File: config.mk
export PLATFORM = sky130hd
export DESIGN_NAME = oled_cmd_ctrl
export DESIGN_NICKNAME = d
export VERILOG_FILES = /design/src/rtl/oled_pkg.sv /design/src/rtl/oled_addr_gen.sv /design/src/rtl/oled_cmd_ctrl.sv
export SDC_FILE = /design/constraint.sdc
export NUM_CORES = 1
export LEC_CHECK = 0
export ABC_AREA = 1
export CORE_ASPECT_RATIO = 0.6
export CORE_UTILIZATION = 51
export DETAILED_ROUTE_END_ITERATION = 10
export PLACE_DENSITY = 0.76
export SLEW_MARGIN = 40
export SYNTH_ARGS = -nofsm -noshare
export SYNTH_HDL_FRONTEND = slang
export SYNTH_SLANG_ARGS = --single-unit
File: constraint.sdc
create_clock -name clk_oled -period 2.3 [get_ports clk_oled]
set_input_delay 0.46 -clock clk_oled [delete_from_list [all_inputs] [get_ports clk_oled]]
set_output_delay 0.46 -clock clk_oled [all_outputs]
set_load 0.005 [all_outputs]
File: src/rtl/oled_pkg.sv
// Shared definitions for the OLED command controller: opcodes, FSM states, address modes.
// Latency: n/a (package only).
// Backpressure: n/a; the controller accepts one byte per cycle and has no ready signal.
// Optional feature macro OLED_ADDR_MODES_EN selects vertical/page addressing in the users of this package.
package oled_pkg;

    localparam logic [7:0] OP_DISP_OFF  = 8'hAE;
    localparam logic [7:0] OP_DISP_ON   = 8'hAF;
    localparam logic [7:0] OP_INV_OFF   = 8'hA6;
    localparam logic [7:0] OP_INV_ON    = 8'hA7;
    localparam logic [7:0] OP_CONTRAST  = 8'h81;
    localparam logic [7:0] OP_MEM_MODE  = 8'h20;
    localparam logic [7:0] OP_COL_ADDR  = 8'h21;
    localparam logic [7:0] OP_PAGE_ADDR = 8'h22;
    localparam logic [7:0] OP_MUX_RATIO = 8'hA8;
    localparam logic [7:0] OP_DISP_OFS  = 8'hD3;
    localparam logic [7:0] OP_CLK_DIV   = 8'hD5;
    localparam logic [7:0] OP_PRECHARGE = 8'hD9;
    localparam logic [7:0] OP_COM_PINS  = 8'hDA;
    localparam logic [7:0] OP_VCOMH     = 8'hDB;
    localparam logic [7:0] OP_CHG_PUMP  = 8'h8D;

    typedef enum logic [1:0] {
        ST_CMD  = 2'd0,
        ST_ARG1 = 2'd1,
        ST_ARG2 = 2'd2
    } state_t;

    typedef enum logic [1:0] {
        MODE_HORIZ = 2'd0,
        MODE_VERT  = 2'd1,
        MODE_PAGE  = 2'd2
    } mode_t;

    // Opcodes that are followed by at least one argument byte.
    function automatic logic takes_arg(input logic [7:0] op);
        case (op)
            OP_CONTRAST, OP_MEM_MODE, OP_COL_ADDR, OP_PAGE_ADDR,
            OP_MUX_RATIO, OP_DISP_OFS, OP_CLK_DIV, OP_PRECHARGE,
            OP_COM_PINS, OP_VCOMH, OP_CHG_PUMP: takes_arg = 1'b1;
            default:                            takes_arg = 1'b0;
        endcase
    endfunction

    // The reserved mode encoding 3 behaves as horizontal.
    function automatic mode_t decode_mode(input logic [1:0] arg);
        case (arg)
            2'd1:    decode_mode = MODE_VERT;
            2'd2:    decode_mode = MODE_PAGE;
            default: decode_mode = MODE_HORIZ;
        endcase
    endfunction

endpackage

File: src/rtl/oled_addr_gen.sv
// Framebuffer position/window registers and the post-write advance logic.
// Latency: all loads and advances take effect on the clock edge of the requesting strobe.
// Backpressure: none; a strobe may arrive every cycle.
// Ports: clk_oled/reset; adv_i (advance after a write); col_win_i/page_win_i load a window
// from win_start_i/win_end_i; mode_ld_i/mode_i, pg_set_i, col_lo_i, col_hi_i, nib_i drive the
// optional addressing modes (macro OLED_ADDR_MODES_EN); col_o/page_o/mode_o report current state.
module oled_addr_gen
    import oled_pkg::*;
#(
    parameter int COLS  = 128,
    parameter int PAGES = 8
) (
    input  logic       clk_oled,
    input  logic       reset,
    input  logic       adv_i,
    input  logic       col_win_i,
    input  logic       page_win_i,
    input  logic [6:0] win_start_i,
    input  logic [6:0] win_end_i,
    input  logic       mode_ld_i,
    input  logic [1:0] mode_i,
    input  logic       pg_set_i,
    input  logic       col_lo_i,
    input  logic       col_hi_i,
    input  logic [3:0] nib_i,
    output logic [6:0] col_o,
    output logic [2:0] page_o,
    output logic [1:0] mode_o
);

    localparam logic [6:0] COL_LAST  = 7'(COLS - 1);
    localparam logic [2:0] PAGE_LAST = 3'(PAGES - 1);

    logic [6:0] col_q, col_d, col_start_q, col_start_d, col_end_q, col_end_d;
    logic [2:0] page_q, page_d, page_start_q, page_start_d, page_end_q, page_end_d;
    logic [6:0] col_nxt;
    logic [2:0] page_nxt;
    logic       col_at_end, page_at_end;
    mode_t      mode_cur;

`ifdef OLED_ADDR_MODES_EN
    mode_t mode_q, mode_d;
    assign mode_cur = mode_q;
`else
    // Without the optional modes the addressing is permanently horizontal.
    logic unused_cfg;
    assign mode_cur   = MODE_HORIZ;
    assign unused_cfg = ^{mode_ld_i, mode_i, pg_set_i, col_lo_i, col_hi_i, nib_i};
`endif

    assign col_at_end  = (col_q == col_end_q);
    assign page_at_end = (page_q == page_end_q);
    assign col_nxt     = col_at_end  ? col_start_q  : col_q + 7'd1;
    assign page_nxt    = page_at_end ? page_start_q : page_q + 3'd1;

    always_comb begin
        col_d        = col_q;
        page_d       = page_q;
        col_start_d  = col_start_q;
        col_end_d    = col_end_q;
        page_start_d = page_start_q;
        page_end_d   = page_end_q;
`ifdef OLED_ADDR_MODES_EN
        mode_d       = mode_q;
`endif
        if (adv_i) begin
            case (mode_cur)
                MODE_VERT: begin
                    page_d = page_nxt;
                    if (page_at_end) col_d = col_nxt;
                end
                MODE_PAGE: col_d = col_nxt;
                default: begin
                    col_d = col_nxt;
                    if (col_at_end) page_d = page_nxt;
                end
            endcase
        end
        // A written end below the start collapses the window to the start value.
        if (col_win_i) begin
            col_start_d = win_start_i;
            col_end_d   = (win_end_i < win_start_i) ? win_start_i : win_end_i;
            col_d       = win_start_i;
        end
        if (page_win_i) begin
            page_start_d = win_start_i[2:0];
            page_end_d   = (win_end_i[2:0] < win_start_i[2:0]) ? win_start_i[2:0] : win_end_i[2:0];
            page_d       = win_start_i[2:0];
        end
`ifdef OLED_ADDR_MODES_EN
        if (mode_ld_i) mode_d      = decode_mode(mode_i);
        if (pg_set_i)  page_d      = nib_i[2:0];
        if (col_lo_i)  col_d[3:0]  = nib_i;
        if (col_hi_i)  col_d[6:4]  = nib_i[2:0];
`endif
    end

    always_ff @(posedge clk_oled or posedge reset) begin
        if (reset) begin
            col_q        <= 7'd0;
            page_q       <= 3'd0;
            col_start_q  <= 7'd0;
            col_end_q    <= COL_LAST;
            page_start_q <= 3'd0;
            page_end_q   <= PAGE_LAST;
`ifdef OLED_ADDR_MODES_EN
            mode_q       <= MODE_HORIZ;
`endif
        end else begin
            col_q        <= col_d;
            page_q       <= page_d;
            col_start_q  <= col_start_d;
            col_end_q    <= col_end_d;
            page_start_q <= page_start_d;
            page_end_q   <= page_end_d;
`ifdef OLED_ADDR_MODES_EN
            mode_q       <= mode_d;
`endif
        end
    end

    assign col_o  = col_q;
    assign page_o = page_q;
    assign mode_o = mode_cur;

endmodule

File: src/rtl/oled_cmd_ctrl.sv
// OLED SPI byte decoder: command FSM (CMD/ARG1/ARG2), panel config registers, framebuffer writes.
// Latency: config changes and the wr_en strobe appear one cycle after the byte strobe.
// Backpressure: none; byte_valid may be asserted every cycle without loss.
// Ports: clk_oled/reset (async active-high); byte_valid/byte_dc/byte_data from the SPI deserializer;
// wr_en/wr_addr {page,col}/wr_data to the framebuffer; display_on/invert_video/contrast config.
// Macro OLED_ADDR_MODES_EN enables vertical and page addressing plus the page-mode commands.
module oled_cmd_ctrl
    import oled_pkg::*;
#(
    parameter int COLS  = 128,
    parameter int PAGES = 8
) (
    input  logic       clk_oled,
    input  logic       reset,
    input  logic       byte_valid,
    input  logic       byte_dc,
    input  logic [7:0] byte_data,
    output logic       wr_en,
    output logic [9:0] wr_addr,
    output logic [7:0] wr_data,
    output logic       display_on,
    output logic       invert_video,
    output logic [7:0] contrast
);

    state_t     state_q;
    logic [7:0] op_q;
    logic [6:0] arg1_q;
    logic       wr_en_q, disp_q, inv_q;
    logic [9:0] wr_addr_q;
    logic [7:0] wr_data_q, contrast_q;

    logic       cmd_stb, data_stb;
    logic       col_win, page_win, mode_ld, pg_set, col_lo, col_hi;
    logic [6:0] gen_col;
    logic [2:0] gen_page;
    logic [1:0] gen_mode;

    assign cmd_stb  = byte_valid & ~byte_dc;
    assign data_stb = byte_valid & byte_dc;

    // Window loads complete on the second argument; the first is held in arg1_q.
    assign col_win  = cmd_stb && (state_q == ST_ARG2) && (op_q == OP_COL_ADDR);
    assign page_win = cmd_stb && (state_q == ST_ARG2) && (op_q == OP_PAGE_ADDR);

`ifdef OLED_ADDR_MODES_EN
    logic in_page_cmd;
    assign in_page_cmd = cmd_stb && (state_q == ST_CMD) && (gen_mode == MODE_PAGE);
    assign mode_ld     = cmd_stb && (state_q == ST_ARG1) && (op_q == OP_MEM_MODE);
    assign pg_set      = in_page_cmd && (byte_data[7:3] == 5'b10110);
    assign col_lo      = in_page_cmd && (byte_data[7:4] == 4'h0);
    assign col_hi      = in_page_cmd && (byte_data[7:3] == 5'b00010);
`else
    logic unused_mode;
    assign mode_ld     = 1'b0;
    assign pg_set      = 1'b0;
    assign col_lo      = 1'b0;
    assign col_hi      = 1'b0;
    assign unused_mode = ^gen_mode;
`endif

    oled_addr_gen #(
        .COLS  (COLS),
        .PAGES (PAGES)
    ) u_addr_gen (
        .clk_oled    (clk_oled),
        .reset       (reset),
        .adv_i       (data_stb),
        .col_win_i   (col_win),
        .page_win_i  (page_win),
        .win_start_i (arg1_q),
        .win_end_i   (byte_data[6:0]),
        .mode_ld_i   (mode_ld),
        .mode_i      (byte_data[1:0]),
        .pg_set_i    (pg_set),
        .col_lo_i    (col_lo),
        .col_hi_i    (col_hi),
        .nib_i       (byte_data[3:0]),
        .col_o       (gen_col),
        .page_o      (gen_page),
        .mode_o      (gen_mode)
    );

    always_ff @(posedge clk_oled or posedge reset) begin
        if (reset) begin
            state_q    <= ST_CMD;
            op_q       <= 8'h00;
            arg1_q     <= 7'd0;
            wr_en_q    <= 1'b0;
            wr_addr_q  <= 10'd0;
            wr_data_q  <= 8'h00;
            disp_q     <= 1'b0;
            inv_q      <= 1'b0;
            contrast_q <= 8'h7F;
        end else begin
            wr_en_q <= 1'b0;
            if (data_stb) begin
                // Data always wins: any pending argument sequence is dropped.
                state_q   <= ST_CMD;
                wr_en_q   <= 1'b1;
                wr_addr_q <= {gen_page, gen_col};
                wr_data_q <= byte_data;
            end else if (cmd_stb) begin
                case (state_q)
                    ST_CMD: begin
                        case (byte_data)
                            OP_DISP_OFF: disp_q <= 1'b0;
                            OP_DISP_ON:  disp_q <= 1'b1;
                            OP_INV_OFF:  inv_q  <= 1'b0;
                            OP_INV_ON:   inv_q  <= 1'b1;
                            default: begin
                                if (takes_arg(byte_data)) begin
                                    op_q    <= byte_data;
                                    state_q <= ST_ARG1;
                                end
                            end
                        endcase
                    end
                    ST_ARG1: begin
                        if (op_q == OP_CONTRAST) contrast_q <= byte_data;
                        if (op_q == OP_COL_ADDR || op_q == OP_PAGE_ADDR) begin
                            arg1_q  <= byte_data[6:0];
                            state_q <= ST_ARG2;
                        end else begin
                            state_q <= ST_CMD;
                        end
                    end
                    default: state_q <= ST_CMD;
                endcase
            end
        end
    end

    assign wr_en        = wr_en_q;
    assign wr_addr      = wr_addr_q;
    assign wr_data      = wr_data_q;
    assign display_on   = disp_q;
    assign invert_video = inv_q;
    assign contrast     = contrast_q;

endmodule

## After elaboration in Yosys (flattened, before gate mapping)

Index checks and enable logic that the tools add are counted.

- Register bits: 76
- Bits of input ports: 12
- Output and inout port bits: 29
- Word-level logic and storage cells: 91

- Add/sub/neg operators: 2
- Magnitude comparators: 2
- Equal/unequal tests: 24
- Muxes and demuxes: 23
- Bitwise gates (word level): 5
- Reductions and logical operators: 20

Operator list:

| kind | number |
|---|---|
| == test 8 bit (second input constant) | 13 |
| == test 8 x 6 -> 1 bit (second input constant) | 5 |
| two-way mux 7 bit | 4 |
| AND reduction 4 bit | 4 |
| two-way mux 3 bit | 5 |
| nonzero test 2 bit | 6 |
| OR reduction 11 bit | 1 |
| two-way mux 2 bit | 5 |
| adder 7 x 1 -> 7 bit (second input constant) | 1 |
| == test 7 bit | 1 |
| < comparator 7 bit | 1 |
| two-way mux 1 bit | 6 |
| inequality test 3 bit (second input constant) | 2 |
| AND reduction 5 bit | 1 |
| one-hot mux 1 bit (2 select lines) | 2 |
| one-hot mux 2 bit (2 select lines) | 1 |
| OR reduction 4 bit | 1 |
| adder 3 x 1 -> 3 bit (second input constant) | 1 |
| == test 3 bit | 1 |
| logical AND 1 bit | 3 |
| < comparator 3 bit | 1 |
| inverter 1 bit | 3 |
| AND reduction 3 bit | 1 |
| AND 1 bit | 2 |
| 5 further kinds | 5 |

## Longest topological paths before layout

Gate-level depths: netlist (run 1).

- Word-level depth: 12
- Mapped depth: 11
- Depth with buffers taken out: 11

## Cells and area by module

A second synthesis (run 1) with hierarchy kept.

- Cells, all modules: 512
- Area, all modules: 4,065.1 sq um

Modules (own cells, without submodules):

| module | instances | cells an instance | area an instance (sq um) |
|---|---|---|---|
| oled_cmd_ctrl | 1 | 243 | 2,113.3 |
| oled_addr_gen | 1 | 269 | 1,951.9 |

## Worst setup path after synthesis (run 1)

Ideal clock, no wire load.

- Kind: input port to flip-flop
- Start: input port byte_data[4]
- End: register u_addr_gen.col_end_q[1]
- Setup time: 0.060 ns
- Arrival: 1.606 ns
- Data required time: 2.240 ns
- Slack: 0.634 ns
- Stages: 8
- Path buffers: 0
- Cells stage by stage: ha_1 a21oi_1 nor2_1 nor3_2 nand2_2 nand2_1 nand3_1 nand2_1

- Word-level cells in the longest chain between the ends: 2

RTL lines:

| what | line | source |
|---|---|---|
| start: declaration | oled_cmd_ctrl.sv:17 | `input logic [7:0] byte_data,` |
| < comparator 7 bit | oled_addr_gen.sv:82 | `col_end_d = (win_end_i < win_start_i) ? win_start_i : win_end_i;` |
| two-way mux 7 bit | oled_addr_gen.sv:82 |  |
| end signal: assignment | oled_addr_gen.sv:113 | `col_end_q <= col_end_d;` |
| end: declaration | oled_addr_gen.sv:34 | `logic [6:0] col_q, col_d, col_start_q, col_start_d, col_end_q, col_end_d;` |

No other way between the ends.
A chain may end at the register's enable or synchronous reset.

## Worst setup path after layout (run 1)

- Start: input port byte_data[4]
- End: register u_addr_gen.col_end_q[4]

- Word-level cells in the longest chain between the ends: 2

RTL lines:

| what | line |
|---|---|
| < comparator 7 bit | oled_addr_gen.sv:82 |
| two-way mux 7 bit (*) | oled_addr_gen.sv:82 |

Every way passes the cells marked *; elsewhere a longest branch is shown, timed or not.

==> results of run 1 <==
## Yosys cell counts (2+ instances only)
| cell | count | area share [%] |
|---|---|---|
| a21oi_1 | 4 | 0.52 |
| buf_2 | 4 | 0.52 |
| buf_4 | 2 | 0.39 |
| clkbuf_1 | 3 | 0.29 |
| dfrtp_1 | 59 | 38 |
| dfstp_2 | 17 | 12 |
| ha_1 | 9 | 2.9 |
| inv_1 | 49 | 4.7 |
| inv_2 | 5 | 0.48 |
| nand2_1 | 172 | 17 |
| nand2_2 | 8 | 1.3 |
| nand3_1 | 41 | 5.3 |
| nand4_1 | 2 | 0.32 |
| nor2_1 | 26 | 2.5 |
| nor2_2 | 2 | 0.32 |
| nor2_4 | 2 | 0.58 |
| nor3_1 | 2 | 0.26 |
| nor3_2 | 2 | 0.52 |
| o21ai_0 | 41 | 5.3 |
| o21ai_1 | 8 | 1.0 |
| o21ai_2 | 6 | 1.4 |
| o21bai_1 | 3 | 0.58 |
| xnor2_1 | 5 | 1.1 |
| xor2_1 | 6 | 1.4 |
## sequential cells by signal, summed over array words and instances, names as in the netlist
signal and flops:
arg1_q 7, contrast 8, display_on 1, invert_video 1
op_q 8, state_q 2, u_addr_gen.col_end_q 7, u_addr_gen.col_o 7
u_addr_gen.col_start_q 7, u_addr_gen.page_end_q 3, u_addr_gen.page_o 3, u_addr_gen.page_start_q 3
wr_addr 10, wr_data 8, wr_en 1
## area by class of cell
cell class / count / area share (%)
clock buffer: 13 / 5.65
clock inverter: 3 / 0.418
inverter: 54 / 4.31
multi-input combinational: 344 / 35.3
sequential: 76 / 40.2
tap: 104 / 2.72
timing repair buffer: 56 / 11.4
## metal layers
| layer | vias to the layer above | track usage (%) | share of wire, % | routed length (um) |
|---|---|---|---|---|
| met2 | 132 | 36.8 | 41 | 3900 |
| met5 | - | 0 | 0 | 0 |
| met1 | 1599 | 38.1 | 49 | 4610 |
| met4 | 0 | 8.51 | 1.4 | 136 |
| met3 | 11 | 7.34 | 8.1 | 761 |
| li1 | 1654 | - | - | - |
## worst paths after layout
kind | start | to | slack [ns] | depth (start not counted)
max in group asynchronous | reset | contrast[3] | 1.16 | 3
setup / recovery | byte_data[4] | u_addr_gen.col_end_q[4] | 0.39 | 10
setup reg to reg | arg1_q[2] | u_addr_gen.col_end_q[4] | 0.53 | 10
min in group asynchronous | reset | wr_data[1] | 0.50 | 2
hold reg to reg | u_addr_gen.col_end_q[6] | u_addr_gen.col_end_q[6] | 0.47 | 2
hold / removal | u_addr_gen.col_end_q[6] | u_addr_gen.col_end_q[6] | 0.47 | 2
## kinds of logic after synthesis
kind of cell    Yosys count
simple gates            260
flops                    76
buf+inv                  65
compound gates           64
xor+xnor                 11
fa+ha+maj                 9
## report_power, final
group | total (uW) | internal (uW) | switching, uW
combinational | 964 | 434 | 529
sequential | 1680 | 1510 | 164
clock | 1350 | 817 | 533
## critical path, cell delays in order
cell and delay (ns):
clkdlybuf4s50_1 0.50, ha_1 0.39, a21oi_1 0.16, nor2_1 0.07, nor3_2 0.09, buf_4 0.18, nand2_2 0.11, nand2_1 0.08
nand3_1 0.08, nand2_1 0.08
## stage by stage
step                std cells  setup slack (ns)
floorplan                 485             0.634
global placement          634             0.157
detailed placement        634            0.0700
CTS                       650             0.419
global route              650             0.273
finish                    650             0.388
==> key figures, run 1 <==
Status
  – Status: finished clean

Logic synthesis
  – Most used DFF post-synth: dfrtp_1
  – Post-synth EDFFs: 0
  – Warnings from Yosys: 0
  – Seq/Total Area, Yosys: 49.5%
  – Distinct cells, synth: 31
  – Compound-cell area share of the yosys netlist: 9.15%
  – Largest family of logic cells by synthesized area: simple AND/OR/NAND/NOR gates
  – Cells after synthesis: 485
  – Async set-reset flop share out of synthesis: 100%
  – Synthesized area: 3880 um^2
  – Synth Area per Inst: 8.01 um^2
  – Post-synthesis simple-gate area fraction: 29.0%
  – Yosys reg bits: 76
  – Mux share of post-synthesis cell area: 0%
  – XOR/XNOR Fraction of Synth Area: 2.48%
  – Synth Net Count: 506
  – Synthesized-area fraction occupied by adder cells: 2.90%

Detailed routing
  – Total number of vias: 3396
  – TritonRoute pass-1 iters: 5
  – WL/cell: 14.5 um
  – Via/cell ratio: 5.22
  – DRC Markers: 0
  – Detail Route Antenna Nets: 0
  – WL final: 9.41 mm
  – Number of DRC markers in iteration 0: 347

Clock network
  – PostCTS Resize Cnt: 0
  – Cts hold-fix bufs: 0
  – Post-CTS Setup Bufs: 0
  – Clock transition at path regs: 0.06 ns
  – Root Buffer: clkbuf_16
  – H-tree levels: 3
  – Clk buf depth: 2
  – Clock Latency Late Sink: 0.34 ns
  – Cts bufs inserted: 9
  – Num Clock Sinks: 76
  – CTS tree: done

Timing
  – Minimum clock period: 1.91 ns
  – RSZ-0062 raised after global routing: no
  – Clk_skew: 0.00517 ns
  – # setup viols final: 0
  – Max-slew headroom: 66.9%
  – Worst-Margin Slew: 0.495 ns
  – Final Hold Vio Count: 0
  – Final Max Slew Viols: 0
  – Tcrit/Tclk final: 83.1%
  – Setup TNS: 0 ns
  – Max Clk Rate: 0.523 GHz
  – Worst hold slack: 0.474 ns

Global route
  – Final global-route overflow total: 0
  – Vias in the first global route: 3216
  – Initial antenna violation count: 0
  – Overall routing resource usage: 25.9%
  – First-pass GRT wire length: 15.5 mm
  – Largest net degree at the start of global routing: 40

Layout
  – Nets: 562
  – Commonest cells after routing, fill and taps aside: nand2_1 (172), dfrtp_1 (59), inv_1 (48), nand3_1 (41), o21ai_0 (41)
  – Fin util: 65.3%
  – Sequential Area: 1920 um^2
  – # diodes: 0
  – Most common cell after layout, fill and taps aside: nand2_1
  – Syn-to-layout area delta: 23.3%
  – Share of cells above drive strength 1: 14.1%
  – Finished Cell Area: 4790 um^2
  – Final-layout fill cell count: 641
  – Area of the multi-input gates: 1690 um^2

Floorplanning
  – Die area: 7980 um^2
  – Die H: 69.6 um
  – Initial core utilization: 53.0%
  – Die Span X: 115 um
  – Ports: 41
  – Rows: 24
  – Core area: 7330 um^2

Place
  – GPL Wtd Cong: 0.893
  – Area after DPL: 4500 um^2
  – IO buf count: 40
  – HPWL after DPL: 6.73 mm

Job
  – Max_cap viols: 0

Pwr
  – Power Total: 3990 uW
  – Lkg Pwr: 0.00234 uW
  – PD cells: 834 nW/um^2
  – Peak VDD IR: 579 uV

Worst setup path
  – CP Class: in -> reg
  – Data required, critical path: 2.58 ns
  – Crit path DAT: 2.20 ns
  – Worst Path Max Fanout: 8
  – Setup crit end kind: register
  – CP Launch Type: input pin

Min path
  – Hold Crit Class: reg -> reg
Power figures use the tool's default switching activity.
==> run 2, diff against run 1 <==
==> constraint.sdc (replaced) <==
create_clock -name clk_oled -period 1.6 [get_ports clk_oled]
set_input_delay 0.32 -clock clk_oled [delete_from_list [all_inputs] [get_ports clk_oled]]
set_output_delay 0.32 -clock clk_oled [all_outputs]
set_load 0.005 [all_outputs]
==> key figures, run 2 (synthesis results as in run 1) <==
Status
  – Status: finished clean

Detailed routing
  – DRC Markers: 0
  – Via/cell ratio: 5.18
  – Detail Route Antenna Nets: 0
  – Total number of vias: 3571
  – WL final: 9.86 mm
  – TritonRoute pass-1 iters: 6
  – Number of DRC markers in iteration 0: 286
  – WL/cell: 14.3 um

Global route
  – Largest net degree at the start of global routing: 30
  – Final global-route overflow total: 0
  – Initial antenna violation count: 0
  – Vias in the first global route: 3140
  – First-pass GRT wire length: 15.9 mm
  – Overall routing resource usage: 26.6%

Timing
  – RSZ-0062 raised after global routing: yes
  – Worst-Margin Slew: 0.352 ns
  – Max-slew headroom: 76.5%
  – Final setup margin: 0.0460 ns
  – Clk_skew: 0.00660 ns
  – # setup viols final: 0
  – Max Clk Rate: 0.643 GHz
  – Minimum clock period: 1.55 ns
  – Tcrit/Tclk final: 97.1%
  – Final Hold Vio Count: 0
  – Final Max Slew Viols: 0
  – Worst hold slack: 0.306 ns

Place
  – Dpl ws: -0.411 ns
  – IO buf count: 40
  – GPL Wtd Cong: 0.880
  – HPWL after DPL: 7.14 mm

Clock network
  – H-tree levels: 3
  – Clk buf depth: 2
  – CTS tree: done
  – Clock Latency Late Sink: 0.34 ns
  – Root Buffer: clkbuf_16
  – Cts bufs inserted: 9
  – Clock transition at path regs: 0.06 ns
  – Num Clock Sinks: 76
  – Cts hold-fix bufs: 0

Worst setup path
  – Cell count of the worst reg-to-reg path: 8
  – Worst Path Buf+Inv: 2
  – Data required, critical path: 1.87 ns
  – Critical-path cell list: clkdlybuf4s50_1 -> nand2_2 -> nor2_4 -> nand3_4 -> inv_2 -> nand2_1 -> o21ai_0 -> o21bai_1
  – Slowest CP cell: clkdlybuf4s50_1
  – CP Launch Type: input pin
  – Reg-to-reg endpoint: u_addr_gen.col_o[2]
  – Crit path to: u_addr_gen.col_o[2]
  – Worst Path Max Fanout: 10
  – CP startpoint: byte_valid
  – Levels on crit path: 8
  – Worst r2r src: op_q[6]
  – Max stage delay on crit path: 0.51 ns
  – Cell class contributing the biggest share of worst-path delay: buffers and inverters
  – Setup crit end kind: register
  – Crit path DAT: 1.82 ns
  – Worst R2R Setup Slack: 0.05 ns
  – CP Class: in -> reg

Layout
  – Max reg flops: 10
  – Most common cell after layout, fill and taps aside: nand2_1
  – Nets: 601
  – # diodes: 0
  – Final-layout fill cell count: 587
  – Syn-to-layout area delta: 33.7%
  – Share of cells above drive strength 1: 23.8%
  – Commonest cells after routing, fill and taps aside: nand2_1 (168), dfrtp_1 (59), buf_4 (47), inv_1 (41), o21ai_0 (41)

Pwr
  – Int Pwr: 3940 uW
  – PD cells: 1120 nW/um^2
  – Gate power share: 26.5%
  – Clock share of power: 32.0%
  – Peak VDD IR: 757 uV
  – Register share of total power: 41.5%
  – Net Sw Frac: 32.3%
  – Net Sw Power: 1880 uW
  – Lkg Pwr: 0.00262 uW

Floorplanning
  – Die Span X: 115 um
  – Ports: 41
  – Rows: 24
  – Core area: 7330 um^2
  – Die H: 69.6 um
  – Initial core utilization: 53.0%
  – Die area: 7980 um^2

Job
  – Max_cap viols: 0

Min path
  – Hold Crit Class: in -> async
[run 2: routing by layer]
metal	track usage [%]	vias to the layer above	wire [um]
met4	5.63	0	88
met5	0	-	0
met2	35.6	140	4110
li1	-	1729	-
met3	9.00	9	750
met1	41.1	1693	4910
[run 2: area by class of cell]
| class | count | area (um^2) | share of cell area, % |
|---|---|---|---|
| sequential | 76 | 1920 | 37.0 |
| tap | 104 | 130 | 2.51 |
| multi-input combinational | 346 | 1820 | 35.0 |
| clock inverter | 6 | 40.0 | 0.771 |
| inverter | 54 | 206 | 3.98 |
| clock buffer | 10 | 229 | 4.41 |
| timing repair buffer | 93 | 846 | 16.3 |
[run 2: through the flow]
step | instance area, um^2 | cells | total power [uW] | TNS (ns) | util (%)
final | 5190 | 689 | 5820 | 0 | 70.9
after global routing | 5190 | 689 | 6180 | -0.0610 | 70.9
after CTS | 5000 | 679 | 5750 | 0 | 68.3
after detailed placement | 4730 | 663 | 3880 | -14.04 | 64.5
after global placement | 4730 | 663 | 3810 | -11.94 | 64.5
after floorplan | 3890 | 485 | 3270 | 0 | -
[run 2: power by group through the flow]
stage / Sequential [uW] / Combinational, uW / Clock [uW]
after CTS: 2400 / 1460 / 1890
after floorplan: 2380 / 888 / 0
after global routing: 2440 / 1740 / 1990
after global placement: 2420 / 1400 / 0
after detailed placement: 2430 / 1440 / 0
final: 2410 / 1540 / 1860
[run 2: repair_timing]
action | in CTS | in global routing
resized for setup | 14 | 31
setup buffers | 0 | 8
endpoints found under the hold margin | 0 | 0
pin swaps | 4 | 8
gates cloned | 0 | 2
endpoints found under the setup margin | 23 | 27
[run 2: worst register-to-register path, cell delays in order (launching register included)]
cell,delay (ns)
dfrtp_1,0.41
nor2_2,0.14
inv_1,0.09
nor2_4,0.14
nand3_4,0.18
inv_2,0.16
nand2_1,0.11
o21ai_0,0.11
o21bai_1,0.14
[run 2: how the worst min path moves through the flow]
stage | endpoint | depth (start not counted)
after floorplan | state_q[1] | 1
after global placement | u_addr_gen.col_start_q[3] | 2
after detailed placement | u_addr_gen.col_start_q[3] | 2
after CTS | wr_data[2] | 2
after global routing | wr_data[3] | 2
final | wr_data[3] | 2
